[config.mk]
export PLATFORM = sky130hd
export DESIGN_NAME = seg7_mux_counter
export DESIGN_NICKNAME = d
export VERILOG_FILES = /design/src/rtl/seg7_mux_counter.sv
export SDC_FILE = /design/constraint.sdc
export NUM_CORES = 1
export LEC_CHECK = 0
export CELL_PAD_IN_SITES_DETAIL_PLACEMENT = 1
export CELL_PAD_IN_SITES_GLOBAL_PLACEMENT = 1
export CORE_ASPECT_RATIO = 0.5
export CORE_MARGIN = 4
export CORE_UTILIZATION = 40
export CTS_CLUSTER_SIZE = 24
export DETAILED_ROUTE_END_ITERATION = 12
export GPL_TIMING_DRIVEN = 1
export PLACE_DENSITY = 0.87
export SKIP_CTS_REPAIR_TIMING = 1
export SLEW_MARGIN = 20
export SYNTH_ARGS = -nofsm -noshare
export SYNTH_HDL_FRONTEND = slang
export SYNTH_SLANG_ARGS = --single-unit
[constraint.sdc]
create_clock -name clk -period 2.4 [get_ports clk]
set_input_delay 0.6 -clock clk [delete_from_list [all_inputs] [get_ports clk]]
set_output_delay 0.6 -clock clk [all_outputs]
set_load 0.1 [all_outputs]
[src/rtl/seg7_mux_counter.sv]
// seg7_mux_counter: N-digit BCD up/down counter with parallel load and a multiplexed
// 7-segment driver (leading-zero blanking, selectable segment/select polarity).
module seg7_mux_counter #(
  parameter int NUM_DIGITS     = 3,
  parameter int TICK_DIV       = 1000000,
  parameter int REFRESH_DIV    = 1000,
  parameter int SEG_ACTIVE_LOW = 0,
  parameter int SEL_ACTIVE_LOW = 0
) (
  input  logic                    clk,
  input  logic                    rst,
  input  logic                    en,
  input  logic                    up_dn,
  input  logic                    load,
  input  logic [4*NUM_DIGITS-1:0] load_val,
  input  logic                    blank_lz,
  output logic [4*NUM_DIGITS-1:0] count_bcd,
  output logic                    wrap,
  output logic [NUM_DIGITS-1:0]   transistor,
  output logic [6:0]              d7sp
);
  localparam int TW = TICK_DIV > 1 ? $clog2(TICK_DIV) : 1;
  localparam int RW = REFRESH_DIV > 1 ? $clog2(REFRESH_DIV) : 1;
  localparam int SW = NUM_DIGITS > 1 ? $clog2(NUM_DIGITS) : 1;
  localparam logic [6:0] SEG_OFF = SEG_ACTIVE_LOW != 0 ? 7'h7f : 7'h00;
  localparam logic [NUM_DIGITS-1:0] SEL_OFF = SEL_ACTIVE_LOW != 0 ? {NUM_DIGITS{1'b1}} : '0;

  logic [TW-1:0]           r_tick;
  logic [RW-1:0]           r_ref;
  logic [SW-1:0]           r_scan;
  logic [4*NUM_DIGITS-1:0] r_count;
  logic                    r_wrap;
  logic [NUM_DIGITS-1:0]   r_sel;
  logic [6:0]              r_seg;
  logic                    w_tick_tc, w_tick, w_ref_tc, w_carry, w_z, w_bl;
  logic [4*NUM_DIGITS-1:0] w_next, w_load_sat;
  logic [NUM_DIGITS-1:0]   w_blank;
  logic [3:0]              w_dig;

  function automatic logic [6:0] dec(input logic [3:0] d);
    case (d)
      4'd0: dec = 7'b0111111;
      4'd1: dec = 7'b0000110;
      4'd2: dec = 7'b1011011;
      4'd3: dec = 7'b1001111;
      4'd4: dec = 7'b1100110;
      4'd5: dec = 7'b1101101;
      4'd6: dec = 7'b1111101;
      4'd7: dec = 7'b0000111;
      4'd8: dec = 7'b1111111;
      4'd9: dec = 7'b1101111;
      default: dec = 7'b0000000;
    endcase
  endfunction

  assign w_tick_tc = r_tick == TW'(TICK_DIV - 1);
  assign w_tick    = en & w_tick_tc;
  assign w_ref_tc  = r_ref == RW'(REFRESH_DIV - 1);
  assign w_dig     = 4'(r_count >> {r_scan, 2'b00});
  assign w_bl      = 1'(w_blank >> r_scan);

  // Ripple carry/borrow through the digits; the carry out of the top digit is the wrap.
  always_comb begin
    w_carry    = 1'b1;
    w_next     = r_count;
    w_load_sat = '0;
    for (int i = 0; i < NUM_DIGITS; i++) begin
      w_load_sat[4*i +: 4] = load_val[4*i +: 4] > 4'd9 ? 4'd9 : load_val[4*i +: 4];
      if (w_carry) begin
        w_next[4*i +: 4] = up_dn ? (r_count[4*i +: 4] == 4'd9 ? 4'd0 : r_count[4*i +: 4] + 4'd1)
                                 : (r_count[4*i +: 4] == 4'd0 ? 4'd9 : r_count[4*i +: 4] - 4'd1);
        w_carry = up_dn ? r_count[4*i +: 4] == 4'd9 : r_count[4*i +: 4] == 4'd0;
      end
    end
  end

  always_comb begin
    w_z     = 1'b1;
    w_blank = '0;
    for (int i = NUM_DIGITS - 1; i >= 0; i--) begin
      w_z        = w_z & (r_count[4*i +: 4] == 4'd0);
      w_blank[i] = blank_lz && i != 0 && w_z;
    end
  end

  always_ff @(posedge clk or posedge rst) begin
    if (rst) begin
      r_tick  <= '0;
      r_ref   <= '0;
      r_scan  <= '0;
      r_count <= '0;
      r_wrap  <= 1'b0;
      r_sel   <= SEL_OFF;
      r_seg   <= SEG_OFF;
    end else begin
      r_ref <= w_ref_tc ? '0 : r_ref + 1'b1;
      if (w_ref_tc)
        r_scan <= r_scan == SW'(NUM_DIGITS - 1) ? '0 : r_scan + 1'b1;
      if (load) begin
        r_count <= w_load_sat;
        r_tick  <= '0;
        r_wrap  <= 1'b0;
      end else begin
        if (en)
          r_tick <= w_tick_tc ? '0 : r_tick + 1'b1;
        if (w_tick)
          r_count <= w_next;
        r_wrap <= w_tick & w_carry;
      end
      r_sel <= (NUM_DIGITS'(1) << r_scan) ^ SEL_OFF;
      r_seg <= (w_bl ? 7'h00 : dec(w_dig)) ^ SEG_OFF;
    end
  end

  assign count_bcd  = r_count;
  assign wrap       = r_wrap;
  assign transistor = r_sel;
  assign d7sp       = r_seg;
endmodule

==> metrics.cfg <==
[status]
outcome=completed

[die]
die_x_um=138
core_area_sq_um=8120
rows=23
dieArea_sq_um=10100
io_pins=41
start_util_pct=41.6
die_h_um=73.0

[power]
p_leak_nw=1.78
power_density_nw_per_um2=584
ir_drop_v=0.000361

[synthesis]
yosysSeqAreaShare_pct=40.8
synth_area_sq_um=3380
ys_ff_latch=55
yosys.cell_types.count=57
yosys_warnings=0
synth-main-ff-cell=dfrtp_1
async_flop_share_pct=100
synth_top_area_cell=dfrtp_1
syn_inst=383
postSynthAreaPerCell_sq_um=8.81
synth_nets=408
synth_edf_count=0
synthTopCellsByArea=dfrtp_1 41%, nor2_1 4.6%, xor2_1 4.4%, o21ai_0 4.0%, mux2i_1 3.6%
synth_top_area_share_pct=40.8

[run]
drv_cap=0

[finish]
fin_area_sq_um=4200
mostFrequentLayoutCell=dfrtp_1
final_cell_mix=52 x dfrtp_1, 44 x buf_4, 41 x nor2_1, 29 x nand2_1, 27 x o21ai_0
n_fill_cell=975
nets=457
drive_above_1_share_pct=16.9
final_cells=545
finish.utilization_pct=51.8
diodes=0
area_delta_synth_final_pct=24.5

[timing]
holdWs_ns=0.471
period_share_pct=95.0
finalSetupTns_ns=0
worst_slew_pin_slew_ns=0.590
fin_crit_ns=2.28
grt_setup_unrepaired=no
finalHoldViolCount=0
maxSlewViolCount=0
fmax_ghz=0.439
relSlewSlack_pct=60.3
setup_viol_count_final=0
finClkSkew_ns=0.00795

[clock_network]
cts_tree=yes
clock-root-buffer=clkbuf_16
cts_sinks=55
cts-buffers-inserted=5
cts_buffer_depth=2
clk_latency_ns=0.30
h-tree-depth=2
clk_pin_slew_ns=0.07

[worst_setup_path]
end_kind=register
setup.worst_path.class=register to register
crit_required_ns=2.59
critPathMaxFanout=6
crit_arrival_ns=2.47
startpoint_type=register
worstReg2RegEnd=count_bcd[6]
reg2reg_depth=6
regToRegSetupSlack_ns=0.12
regToRegStartpoint=r_tick[0]

[grt]
gr-usage-met3_pct=3.93
grtUsageMet1_pct=24.2
busiest_layer=met2
grt_max_degree=56
grt_pass1_wl_um=15100
grt_pass1_vias=3064
grt_overflow=0
grt_usage_pct=18.8
met2_usage_pct=32.0
antenna_found_initial=0

[routing]
ant_nets=0
via_per_inst=5.44
wl_per_cell_um=15.9
num_vias=2964
drt-pass1-iter-count=4
drtIter0Drc=129
drc=0
totalWireLength_um=8690

[placed_design]
gp_congestion=0.750
dp_hpwl_um=6200
post-place-cells=536
place_area_sq_um=4020
port_buffers=40

[min_path]
hold_depth=1
hold_end=r_ref[0]
hp-start=r_ref[0]
hold_class=register to register

==> critical path: stages (launching register included) <==
cell and delay, ns:
dfrtp_1 0.40, ha_1 0.22, or4bb_1 0.56, nand2b_1 0.27, nor3_4 0.34, a21boi_1 0.12
o31a_1 0.25
==> worst max path at each step <==
stage                      start             to  slack [ns]  cells past startpoint
floorplan           count_bcd[4]        d7sp[4]        0.03                      8
global placement           up_dn  count_bcd[10]        0.06                      7
detailed placement         up_dn  count_bcd[11]       -0.03                      7
CTS                    r_tick[0]   count_bcd[6]        0.09                      6
global route           r_tick[0]  count_bcd[11]       0.001                      7
finish                 r_tick[0]   count_bcd[6]        0.12                      6
==> layer usage <==
| metal | up-vias | share of wire, % |
|---|---|---|
| li1 | 1451 | - |
| met1 | 1469 | 47 |
| met2 | 30 | 49 |
| met3 | 14 | 2.6 |
| met4 | 0 | 1.7 |
| met5 | - | 0 |
==> synthesized netlist by cell type, drive strengths merged, types with 7 or more instances <==
| library cell | n |
|---|---|
| a21oi | 20 |
| and3 | 10 |
| clkbuf | 21 |
| dfrtp | 55 |
| ha | 7 |
| inv | 11 |
| mux2i | 12 |
| nand2 | 29 |
| nand3 | 19 |
| nor2 | 41 |
| nor2b | 7 |
| nor3 | 11 |
| nor4 | 8 |
| o21ai | 32 |
| xnor2 | 13 |
| xor2 | 17 |
==> cell type report <==
cell class                      instances  area, sq um  area share [%]
Sequential cell                        55         1380            32.8
Inverter                               11         41.3           0.982
Tap cell                              112          140            3.33
Timing Repair Buffer                   66          601            14.3
Clock inverter                          1         7.51           0.179
Multi-Input combinational cell        293         1880            44.8
Clock buffer                            7          153            3.63
==> metrics by stage <==
stage | total power (W) | setup slack (ns)
2_1_floorplan | 0.00149 | 0.0265
3_3_place_gp | 0.00168 | 0.0590
3_5_place_dp | 0.00169 | -0.0317
4_1_cts | 0.00248 | 0.0875
5_1_grt | 0.00257 | 0.00144
6_report | 0.00246 | 0.120
==> cells by family (layout without fill, tap and decap cells) <==
| family | count (synthesis) | count (layout) | share of synthesized area, % |
|---|---|---|---|
| mux | 15 | 15 | 4.56 |
| buf+inv | 35 | 85 | 3.93 |
| simple gates | 158 | 158 | 25.2 |
| flops | 55 | 55 | 40.8 |
| compound gates | 83 | 83 | 15.2 |
| fa+ha+maj | 7 | 7 | 2.59 |
| xor+xnor | 30 | 30 | 7.78 |
==> flip-flops by register name, indices dropped and copies added (netlist names) <==
register    cells
r_scan          2
d7sp            7
r_ref          10
wrap            1
transistor      3
r_tick         20
count_bcd      12
==> power by group <==
| part | switching (W) | total, W | leakage [nW] | internal (W) |
|---|---|---|---|---|
| Combinational | 0.000460 | 0.000662 | 0.997 | 0.000202 |
| Sequential | 0.0000465 | 0.00101 | 0.705 | 0.000965 |
| Clock | 0.000339 | 0.000784 | 0.0761 | 0.000445 |
Note: power is estimated with default switching activity, not from simulation.
